`config.mk`:
```
export PLATFORM = sky130hd
export DESIGN_NAME = msg_block_packer_flat
export DESIGN_NICKNAME = d
export VERILOG_FILES = /design/src/rtl/msg_block_packer_if.sv /design/src/rtl/msg_block_packer.sv /design/src/flat_wrapper.sv
export SDC_FILE = /design/constraint.sdc
export NUM_CORES = 1
export LEC_CHECK = 0
export BUFFER_PORTS_ARGS = -buffer_cell sky130_fd_sc_hd__buf_4
export CORE_AREA = 2 2 215 217
export DETAILED_ROUTE_END_ITERATION = 16
export DIE_AREA = 0 0 217 219
export HOLD_SLACK_MARGIN = 0.05
export PLACE_DENSITY_LB_ADDON = 0.15
export SYNTH_ARGS = -nofsm -noshare
export SYNTH_HDL_FRONTEND = slang
export SYNTH_SLANG_ARGS = --single-unit
```
`constraint.sdc`:
```
create_clock -name clk -period 17.8 [get_ports clk]
set_input_delay 2.67 -clock clk [delete_from_list [all_inputs] [get_ports clk]]
set_output_delay 2.67 -clock clk [all_outputs]
set_load 0.01 [all_outputs]
```
`src/rtl/msg_block_packer_if.sv`:
```
// Handshake bundle between a word producer, the block packer and the block consumer.
// master: environment side (drives words in, takes blocks out); slave: the packer.
// Signals: in_valid/in_data/in_last/in_ready (word stream), out_valid/out_block/out_count/out_ready (block).
interface msg_block_packer_if #(
  parameter int WORDS = 16,
  parameter int CNT_W = 5
);
  logic                  in_valid;
  logic [31:0]           in_data;
  logic                  in_last;
  logic                  in_ready;
  logic                  out_valid;
  logic [WORDS*32-1:0]   out_block;
  logic [CNT_W-1:0]      out_count;
  logic                  out_ready;

  modport master (
    output in_valid, in_data, in_last, out_ready,
    input  in_ready, out_valid, out_block, out_count
  );

  modport slave (
    input  in_valid, in_data, in_last, out_ready,
    output in_ready, out_valid, out_block, out_count
  );
endinterface

```
`src/rtl/msg_block_packer.sv`:
```
// Purpose: packs 32-bit message words big-endian (word 0 in the MSBs) into one SHA-256 block, zero-filling after in_last.
// Latency: out_valid rises on the edge that accepts the final word; a full block takes WORDS+1 cycles including handoff.
// Backpressure: while a block is held, in_ready=0 and the block stays stable until out_ready; no same-cycle refill.
//
// Ports: clk, rst (async active-high), bus (msg_block_packer_if.slave):
//   in_valid/in_data/in_last/in_ready - word stream in; out_valid/out_block/out_count/out_ready - block out.
// Build option: define MSG_BYTE_SWAP_EN to byte-reverse each accepted word before storage
//   (raw little-endian header fields). Handshake and timing are unchanged.
module msg_block_packer #(
  parameter int WORDS = 16,
  parameter int CNT_W = 5
) (
  input logic               clk,
  input logic               rst,
  msg_block_packer_if.slave bus
);

  typedef enum logic {
    FILL = 1'b0,
    HOLD = 1'b1
  } state_t;

  localparam logic [CNT_W-1:0] LAST_IDX = CNT_W'(WORDS - 1);

  state_t              state;
  logic [CNT_W-1:0]    idx;
  logic [WORDS*32-1:0] blk;
  logic [CNT_W-1:0]    cnt;
  logic                in_ready_q;
  logic                out_valid_q;
  logic [31:0]         word;

`ifdef MSG_BYTE_SWAP_EN
  assign word = {bus.in_data[7:0], bus.in_data[15:8], bus.in_data[23:16], bus.in_data[31:24]};
`else
  assign word = bus.in_data;
`endif

  // in_ready/out_valid are registered copies of the state decode, so neither
  // depends combinationally on in_valid or out_ready.
  always_ff @(posedge clk or posedge rst) begin
    if (rst) begin
      state       <= FILL;
      idx         <= '0;
      blk         <= '0;
      cnt         <= '0;
      in_ready_q  <= 1'b1;
      out_valid_q <= 1'b0;
    end else begin
      case (state)
        FILL: begin
          if (bus.in_valid) begin
            for (int k = 0; k < WORDS; k++) begin
              if (idx == CNT_W'(k)) begin
                blk[(WORDS-k)*32-1 -: 32] <= word;
              end
            end
            if (idx == LAST_IDX || bus.in_last) begin
              // idx is left alone; it is cleared on handoff
              state       <= HOLD;
              cnt         <= idx + 1'b1;
              in_ready_q  <= 1'b0;
              out_valid_q <= 1'b1;
            end else begin
              idx <= idx + 1'b1;
            end
          end
        end
        HOLD: begin
          if (bus.out_ready) begin
            // clearing here is what provides the zero fill of the next short block
            state       <= FILL;
            idx         <= '0;
            blk         <= '0;
            cnt         <= '0;
            in_ready_q  <= 1'b1;
            out_valid_q <= 1'b0;
          end
        end
        default: begin
          state       <= FILL;
          in_ready_q  <= 1'b1;
          out_valid_q <= 1'b0;
        end
      endcase
    end
  end

  assign bus.in_ready  = in_ready_q;
  assign bus.out_valid = out_valid_q;
  assign bus.out_block = blk;
  assign bus.out_count = cnt;

endmodule

```
`src/flat_wrapper.sv`:
```
// flat-port wrapper written by rule: the top's interface ports become plain ports
module msg_block_packer_flat 
#(
  parameter int WORDS = 16,
  parameter int CNT_W = 5
)
  (clk, rst, bus_in_valid, bus_in_data, bus_in_last, bus_out_ready, bus_in_ready, bus_out_valid, bus_out_block, bus_out_count);
  msg_block_packer_if #(.WORDS(WORDS), .CNT_W(CNT_W)) bus_i ();
  input logic clk;
  input logic rst;
  input wire logic [$bits(bus_i.in_valid)-1:0] bus_in_valid;
  input wire logic [$bits(bus_i.in_data)-1:0] bus_in_data;
  input wire logic [$bits(bus_i.in_last)-1:0] bus_in_last;
  input wire logic [$bits(bus_i.out_ready)-1:0] bus_out_ready;
  output wire logic [$bits(bus_i.in_ready)-1:0] bus_in_ready;
  output wire logic [$bits(bus_i.out_valid)-1:0] bus_out_valid;
  output wire logic [$bits(bus_i.out_block)-1:0] bus_out_block;
  output wire logic [$bits(bus_i.out_count)-1:0] bus_out_count;
  assign bus_i.in_valid = bus_in_valid;
  assign bus_i.in_data = bus_in_data;
  assign bus_i.in_last = bus_in_last;
  assign bus_i.out_ready = bus_out_ready;
  assign bus_in_ready = bus_i.in_ready;
  assign bus_out_valid = bus_i.out_valid;
  assign bus_out_block = bus_i.out_block;
  assign bus_out_count = bus_i.out_count;
  msg_block_packer #(.WORDS(WORDS), .CNT_W(CNT_W)) u_core (.clk(clk), .rst(rst), .bus(bus_i));
endmodule
```
==> results of run 1 <==
[Yosys cell counts (all sizes together)]
library cell and number:
dfrtp 524, a22o 317, mux2 137, buf 100
o2bb2ai 62, clkbuf 41, nor2b 39, nand2b 33
o21ai 9, o22ai 8, nor2 6, a32o 5
ha 5, inv 5, a21oi 4, and2 4
and3 4, and4bb 4, and3b 2, nand2 2
nor3 2, o21ba 2, or2 2, a21o 1
a31oi 1, dfstp 1, nand3 1, nand3b 1
nand4bb 1, nor3b 1, nor4 1, nor4b 1
o21a 1, o21bai 1, o22a 1, xnor2 1
[state kept, by name, summed over array words and instances (netlist names)]
| signal | flops |
|---|---|
| u_core.bus.out_block | 512 |
| u_core.bus.out_count | 5 |
| u_core.idx | 5 |
| u_core.bus.in_ready | 1 |
| u_core.bus.out_valid | 1 |
| u_core.state | 1 |
[area by class of cell]
cell class	instances	area [sq um]	share of cell area (%)
clock buffers	81	1637	6.177
clock inverters	18	245.2	0.9257
inverters	5	26.28	0.09918
multi-input cells	659	6152	23.22
flip-flops and latches	525	13140	49.61
well taps	600	750.7	2.834
repair buffers	603	4539	17.13
[power by group through the flow]
stage,Sequential [mW],Combinational [mW],Clock (mW)
after global routing,1.92,1.74,1.26
after global placement,1.87,1.64,0
after floorplan,2.02,0.549,0
final,1.87,1.64,1.19
after detailed placement,1.88,1.66,0
after CTS,1.87,1.66,1.21
[metrics by stage]
step,setup WS (ns),instances
2_1_floorplan,0.4632,1330
4_1_cts,12.93,2491
3_5_place_dp,12.27,2392
5_1_grt,12.60,2491
3_3_place_gp,12.35,2392
6_report,13.10,2491
[worst max-delay path, cell delays in order]
cell,delay (ns)
buf_4,0.09
and2_1,0.90
o21ba_2,1.05
mux2_2,0.42
[worst paths after layout]
path,slack (ns),to,cells after the start
worst max-delay path,13.10,u_core.bus.out_block[75],4
worst min-delay path,0.49,u_core.bus.out_block[174],1
worst max register to register,14.60,u_core.bus.out_block[75],3
worst min register to register,0.49,u_core.bus.out_block[174],1
max in group asynchronous,13.16,u_core.state,4
min in group asynchronous,2.21,u_core.bus.out_block[217],2
[layer usage]
layer | vias to the layer above | track usage [%] | share of wire, %
met5 | - | 0 | 0
met4 | 0 | 10.68 | 3.6
met3 | 120 | 6.334 | 7.3
met2 | 646 | 46.58 | 48
met1 | 7550 | 38.50 | 41
li1 | 5994 | - | -
[cell families after synthesis]
kind of cell / count (synthesis) / share of synthesized area (%)
compound gates: 412 / 18.00
flops: 525 / 66.06
fa+ha+maj: 5 / 0.3145
mux: 137 / 8.322
buf+inv: 146 / 3.787
simple gates: 104 / 3.479
xor+xnor: 1 / 0.04404
[layout by cell type (no fill, tap or decap), drive strengths merged, types with 8 or more instances in the layout]
| master | count |
|---|---|
| clkinv | 10 |
| buf | 603 |
| o22ai | 8 |
| o21ai | 9 |
| mux2 | 137 |
| nor2b | 39 |
| dfrtp | 524 |
| a22o | 317 |
| nand2b | 33 |
| o2bb2ai | 62 |
| clkbuf | 81 |
==> flow_summary.ini, run 1 <==
[global_route]
antenna_found_initial = 0
grt_max_degree = 176
grt_pass1_wl_microns = 101200
overflow = 0
grt_pass1_vias = 14290
grt_util_all_layers_pct = 28.87

[worst_setup_path]
path_class = in2reg
cp-startpoint = bus_out_ready
worstPathRequired_ns = 18.27
cp-end-kind = register
path_max_fanout = 32
cp.arrival_ns = 5.17
cp-start-kind = input port
r2r-start = u_core.state

[clocking]
cts_resized = 0
htree_levels = 2
cts.path.max_buffers = 3
clk_root_buffer_cell = clkbuf_16
cts_tree = yes
post_cts_buffers = 0
ctsHoldBuffers = 0
clock_latency_ns = 0.60
clk_pin_slew_ns = 0.06
clock-sinks = 525
cts-buffers-inserted = 54

[floorplanning]
dieArea_sq_um = 47520
start_util_pct = 44.11
fp-row-count = 78
fp.dieW_microns = 217
io_pins = 556
fp.dieH_microns = 219
coreArea_sq_um = 45090

[timing]
max_freq_ghz = 0.2128
slew_violations = 0
hold_viol = 0
final.setup.tns_ns = 0
period_share_pct = 26.40
relSlewSlack_pct = 15.41
setup_viol_count_final = 0
clock_skew_ns = 0.01991
holdWs_ns = 0.4894
worst_pin_slew_ns = 1.266
finalCriticalPeriod_ns = 4.700
rsz0062_at_grt = no

[power_and_ir_drop]
p_switching_mw = 1.537
vdd.ir_drop.worst_uv = 110.0
p_leak_nw = 13.41
combPwrFrac_pct = 34.9
p_per_area_nw_per_um2 = 177.9
sw_frac_of_total_pct = 32.61
clkPwrFrac_pct = 25.4
intPower_mw = 3.175
power_mw = 4.712
seq_power_share_pct = 39.8

[cells_and_area]
n_antenna_cell = 0
nNetsFinal = 1890
drive_above_1_share_pct = 45.64
area.growth.synth_to_final_pct = 33.19
final_util_pct = 58.76
fin_area_sq_um = 26490
n_fill_cell = 3691

[hold_path]
min_from = u_core.bus.out_block[174]
hp-class = reg2reg

[run]
drv_cap = 0

[placed_design]
place_area_sq_um = 24610
globalplace.congestion = 0.8160
dp_hpwl_microns = 46280
port_buffers = 555

[yosys]
yosys.cell_types.count = 47
ys_top_cells_by_area = dfrtp_1 (66%), a22o_1 (14%), mux2_2 (6.0%)
yosysTopAreaCell = dfrtp_1
syn-num-nets = 1372
yosysSeqAreaShare_pct = 66.06
syn_inst = 1330
avgSynthCellArea_sq_um = 14.96
yosys.area.top_type_share_pct = 65.92
ys_warn_count = 0
synth_area_sq_um = 19890
synth_seq_cells = 525

[drt]
drt_iter0_drc = 1382
routed_wirelength_microns = 69400
drc = 0
first_pass_iters = 5
wl_per_cell_microns = 27.86
via_per_inst = 5.745
antenna_left = 0
vias = 14310

[outcome]
status = finished, final reports clean
(Power assumes the default switching activity.)
==> run 2: changes to the inputs <==
==> constraint.sdc (replaced) <==
create_clock -name clk -period 4.15 [get_ports clk]
set_input_delay 0.6225 -clock clk [delete_from_list [all_inputs] [get_ports clk]]
set_output_delay 0.6225 -clock clk [all_outputs]
set_load 0.01 [all_outputs]
==> run 2 against run 1 <==
Worst hold slack got worse by 0.32 ns; via count rose by 0.13%; clock skew fell by 0.0047 ns; core utilization rose by 0.34 points; first-iteration DRC count fell by 26%; die area did not move; worst setup slack got worse by 12 ns; cell count rose by 0.16%.
==> flow_summary.ini, run 2 (synthesized netlist as in run 1, its figures left out) <==
[clocking]
post_cts_buffers = 0
clock-sinks = 525
clk_pin_slew_ns = 0.06
cts-buffers-inserted = 54
cts_tree = yes
htree_levels = 2
clock_latency_ns = 0.61
ctsHoldBuffers = 0
cts_resized = 0
clk_root_buffer_cell = clkbuf_16
cts.path.max_buffers = 3

[drt]
drc = 0
vias = 14330
drt_iter0_drc = 1029
first_pass_iters = 5
wl_per_cell_microns = 28.14
antenna_left = 0
via_per_inst = 5.743
routed_wirelength_microns = 70220

[global_route]
grt_max_degree = 120
grt_pass1_vias = 14430
grt_util_all_layers_pct = 28.99
antenna_found_initial = 0
overflow = 0
grt_pass1_wl_microns = 101600

[floorplanning]
io_pins = 556
fp-row-count = 78
fp.dieH_microns = 219
fp.dieW_microns = 217
coreArea_sq_um = 45090
start_util_pct = 44.11
dieArea_sq_um = 47520

[timing]
relSlewSlack_pct = 11.68
period_share_pct = 69.16
hold_viol = 0
final.setup.tns_ns = 0
worst_pin_slew_ns = 1.322
clock_skew_ns = 0.01517
holdWs_ns = 0.1715
rsz0062_at_grt = no
max_freq_ghz = 0.3484
setup_viol_count_final = 0
finalCriticalPeriod_ns = 2.870
slew_violations = 0

[worst_setup_path]
path_class = reg2reg
cp-end-kind = register
cp_slowest_cell = dfrtp_4
crit_path_frequent_cell = buf_4
cp-start-kind = register
path_delay_family = buffers and inverters
slowest_delay_ns = 0.70
path_max_fanout = 54
critPathBufInv = 2
worstPathRequired_ns = 4.69
cp.arrival_ns = 3.41
crit_path_cell_trace = buf_4 > and4bb_2 > o21ai_2 > buf_4 > a22o_1

[power_and_ir_drop]
vdd.ir_drop.worst_uv = 431.2
p_per_area_nw_per_um2 = 763.1
p_switching_mw = 6.626
combPwrFrac_pct = 34.8
clkPwrFrac_pct = 25.8
intPower_mw = 13.71
p_leak_nw = 13.48
sw_frac_of_total_pct = 32.59
seq_power_share_pct = 39.5

[cells_and_area]
layout_commonest_cell = buf_4
layout_common_cells = buf_4 (599), dfrtp_1 (523), a22o_1 (317), mux2_2 (106), o2bb2ai_1 (62)
fin_area_sq_um = 26650
n_fill_cell = 3598
drive_above_1_share_pct = 46.28
n_antenna_cell = 0
nNetsFinal = 1893
area.growth.synth_to_final_pct = 33.96
largest_reg_flops = 512

[outcome]
status = finished, final reports clean

[placed_design]
port_buffers = 555
globalplace.congestion = 0.8235
dp_hpwl_microns = 47030
place_area_sq_um = 24720

[hold_path]
hp-class = in2async

[run]
drv_cap = 0
-- run 2: cell count changes in the layout (fill, tap and decap cells not counted), sizes merged --
cell    change
clkinv      +4
bufinv      +1
inv         -1
buf         +3
clkbuf      -3
-- run 2: through the flow --
step / total power [mW] / utilization, % / instances / setup WS, ns
final: 20.33 / 59.10 / 2495 / 1.280
after global routing: 21.17 / 59.10 / 2495 / 1.174
after CTS: 20.44 / 59.10 / 2495 / 1.340
after detailed placement: 15.18 / 54.82 / 2395 / 1.365
after global placement: 15.06 / 54.82 / 2395 / 1.482
after floorplan: 11.02 / - / 1330 / -3.606
-- run 2: worst paths after layout --
path                                            from                        end  slack, ns  depth (start not counted)
max                                     u_core.state  u_core.bus.out_block[404]       1.28                          5
min                                              rst   u_core.bus.out_block[43]       0.17                          2
max reg2reg                             u_core.state  u_core.bus.out_block[404]       1.28                          5
min reg2reg                u_core.bus.out_block[179]  u_core.bus.out_block[179]       0.49                          1
max in group asynchronous                        rst  u_core.bus.out_block[164]       2.90                          4
min in group clk                     bus_in_data[14]  u_core.bus.out_block[398]       0.28                          2
-- run 2: area by class of cell --
type                       instances  area, sq um  area share [%]
sequential                       525        13140           49.32
multi-input combinational        659         6166           23.14
timing repair buffer             606         4637           17.40
clock buffer                      78         1635           6.137
tap                              600        750.7           2.817
clock inverter                    22        291.5           1.094
inverter                           5        22.52         0.08452
-- run 2: routing by layer --
layer | share of wire [%] | up-vias | GRT usage (%)
li1 | - | 5987 | -
met1 | 41 | 7616 | 38.45
met2 | 48 | 607 | 46.92
met3 | 7.1 | 118 | 6.445
met4 | 3.3 | 0 | 10.68
met5 | 0 | - | 0
-- run 2: power by group through the flow --
stage | Sequential, mW | Clock [mW] | Combinational, mW
after global routing | 8.22 | 5.50 | 7.44
after global placement | 8.01 | 0 | 7.05
final | 8.03 | 5.24 | 7.07
after floorplan | 8.66 | 0 | 2.36
after CTS | 8.01 | 5.29 | 7.14
after detailed placement | 8.05 | 0 | 7.13
==> run 3: changes to the inputs <==
--- a/config.mk
+++ b/config.mk
@@ -6,9 +6,9 @@
 export NUM_CORES = 1
 export LEC_CHECK = 0
 export BUFFER_PORTS_ARGS = -buffer_cell sky130_fd_sc_hd__buf_4
-export CORE_AREA = 2 2 215 217
+export CORE_AREA = 2 2 217 219
 export DETAILED_ROUTE_END_ITERATION = 16
-export DIE_AREA = 0 0 217 219
+export DIE_AREA = 0 0 219 221
 export HOLD_SLACK_MARGIN = 0.05
 export PLACE_DENSITY_LB_ADDON = 0.15
 export SYNTH_ARGS = -nofsm -noshare
==> constraint.sdc (replaced) <==
create_clock -name clk -period 2.75 [get_ports clk]
set_input_delay 0.4125 -clock clk [delete_from_list [all_inputs] [get_ports clk]]
set_output_delay 0.4125 -clock clk [all_outputs]
set_load 0.01 [all_outputs]
==> run 3 against run 2 <==
Register-to-register slack got worse by 0.93 ns; worst hold slack got worse by 0.088 ns; cell area up 0.84%; cell count rose by 1.7%; combinational power is 51% higher; first-iteration DRC count is 1.8% higher; global-route usage fell by 0.69 points; wire length decreased by 1.5%; non-clock buffer count is 35 higher; worst setup slack lost 0.93 ns.
==> flow_summary.ini, run 3 (synthesized netlist as in run 1, its figures left out) <==
[hold_path]
hp-class = in2reg
min_from = bus_in_data[18]

[drt]
drt_iter0_drc = 1048
wl_met1_microns = 28880
wl_per_cell_microns = 27.27
routed_wirelength_microns = 69180
top_layer_used = met4
vias = 14420
antenna_left = 0
met3WireLength_microns = 4628
via_per_inst = 5.682
wl_met2_microns = 32830
first_pass_iters = 5
drc = 0

[timing]
period_share_pct = 87.28
rsz0062_at_grt = no
relSlewSlack_pct = 17.43
slew_violations = 0
hold_viol = 0
worst_pin_slew_ns = 1.236
finalCriticalPeriod_ns = 2.400
setup_viol_count_final = 0
max_freq_ghz = 0.4167
holdWs_ns = 0.08330
final.setup.tns_ns = 0
clock_skew_ns = 0.01618

[floorplanning]
io_pins = 556
fp.dieW_microns = 219
dieArea_sq_um = 48400
coreArea_sq_um = 46060
fp.dieH_microns = 221
fp-row-count = 79
start_util_pct = 43.18

[power_and_ir_drop]
clkPwrFrac_pct = 24.7
p_switching_mw = 9.867
vdd.ir_drop.worst_uv = 647.9
combPwrFrac_pct = 35.2
intPower_mw = 20.46
p_leak_nw = 13.61
p_per_area_nw_per_um2 = 1129
sw_frac_of_total_pct = 32.54
seq_power_share_pct = 40.1

[worst_setup_path]
rrSetupSlack_ns = 0.35
worst-r2r-cell-count = 5
endpoint = u_core.bus.out_block[399]
r2r_end = u_core.bus.out_block[399]
cp-startpoint = u_core.state
r2r-start = u_core.state
cp-end-kind = register
path_max_fanout = 42
cp.arrival_ns = 2.92
worstPathRequired_ns = 3.27
cp-start-kind = register
path_class = reg2reg

[cells_and_area]
area.growth.synth_to_final_pct = 35.08
n_antenna_cell = 0
regArea_sq_um = 13140
multi_input_area_sq_um = 6152
nNetsFinal = 1928
final_util_pct = 58.33
fin_cells = 2537
largest_reg_flops = 512
n_fill_cell = 3782
drive_above_1_share_pct = 46.48
layout_commonest_cell = buf_4
layout_common_cells = buf_4 (626), dfrtp_1 (523), a22o_1 (317), mux2_2 (106), o2bb2ai_1 (62)

[run]
drv_cap = 0

[global_route]
grt_util_all_layers_pct = 28.30
grt_pass1_wl_microns = 101400
overflow = 0
grt_max_degree = 127
antenna_found_initial = 0
grt_pass1_vias = 14440

[clocking]
clock-sinks = 525
htree_levels = 2
cts-buffers-inserted = 54
clock_latency_ns = 0.59
clk_root_buffer_cell = clkbuf_16
cts.path.max_buffers = 3
clk_pin_slew_ns = 0.06
cts_tree = yes
cts_resized = 0

[placed_design]
port_buffers = 555
globalplace.congestion = 0.8369
post-place-cells = 2433
dp_hpwl_microns = 47990

[outcome]
status = finished, final reports clean
run 3: metal layers:
layer	GRT usage [%]	vias up
li1	-	6083
met1	38.36	7618
met2	44.56	579
met3	6.144	136
met4	11.05	0
met5	0	-
run 3: per-stage QoR:
step	cell area [sq um]	setup WS (ns)	total power [mW]
6_report	26870	0.3499	30.32
5_1_grt	26870	0.2434	31.70
4_1_cts	26870	0.3362	30.57
3_5_place_dp	25000	0.3681	22.97
3_3_place_gp	25000	0.4312	22.78
2_1_floorplan	19890	-4.796	16.63
run 3: layout make-up:
| cell class | instances | area share (%) |
|---|---|---|
| Multi-Input combinational cell | 659 | 22.90 |
| Tap cell | 607 | 2.827 |
| Timing Repair Buffer | 641 | 18.46 |
| Sequential cell | 525 | 48.91 |
| Inverter | 5 | 0.08382 |
| Clock inverter | 16 | 0.7311 |
| Clock buffer | 84 | 6.086 |
run 3: critical path: stages, from the launching register on:
cell and delay, ns:
dfrtp_4 0.48, buf_4 0.44, and4bb_2 0.33, o21ai_2 0.46, buf_4 0.39, a22o_1 0.20
run 3: how the worst min path moves through the flow:
| stage | end | cells after the start |
|---|---|---|
| finish | u_core.bus.out_block[402] | 2 |
| global route | u_core.bus.out_block[402] | 2 |
| detailed placement | u_core.bus.out_block[24] | 2 |
| floorplan | u_core.bus.in_ready | 2 |
| global placement | u_core.bus.out_block[120] | 2 |
| CTS | u_core.bus.out_block[402] | 2 |
run 3: power groups by stage:
stage / clock [mW] / sequential (mW) / combinational (mW)
after global routing: 8.00 / 12.4 / 11.2
after global placement: 0 / 12.2 / 10.6
after CTS: 7.64 / 12.1 / 10.8
after floorplan: 0 / 13.1 / 3.56
final: 7.49 / 12.2 / 10.7
after detailed placement: 0 / 12.2 / 10.8
run 3: repair_timing:
action	4_1_cts	5_1_grt
hold endpoints to repair	11	0
hold buffers	4	0
buffers inserted	0	0
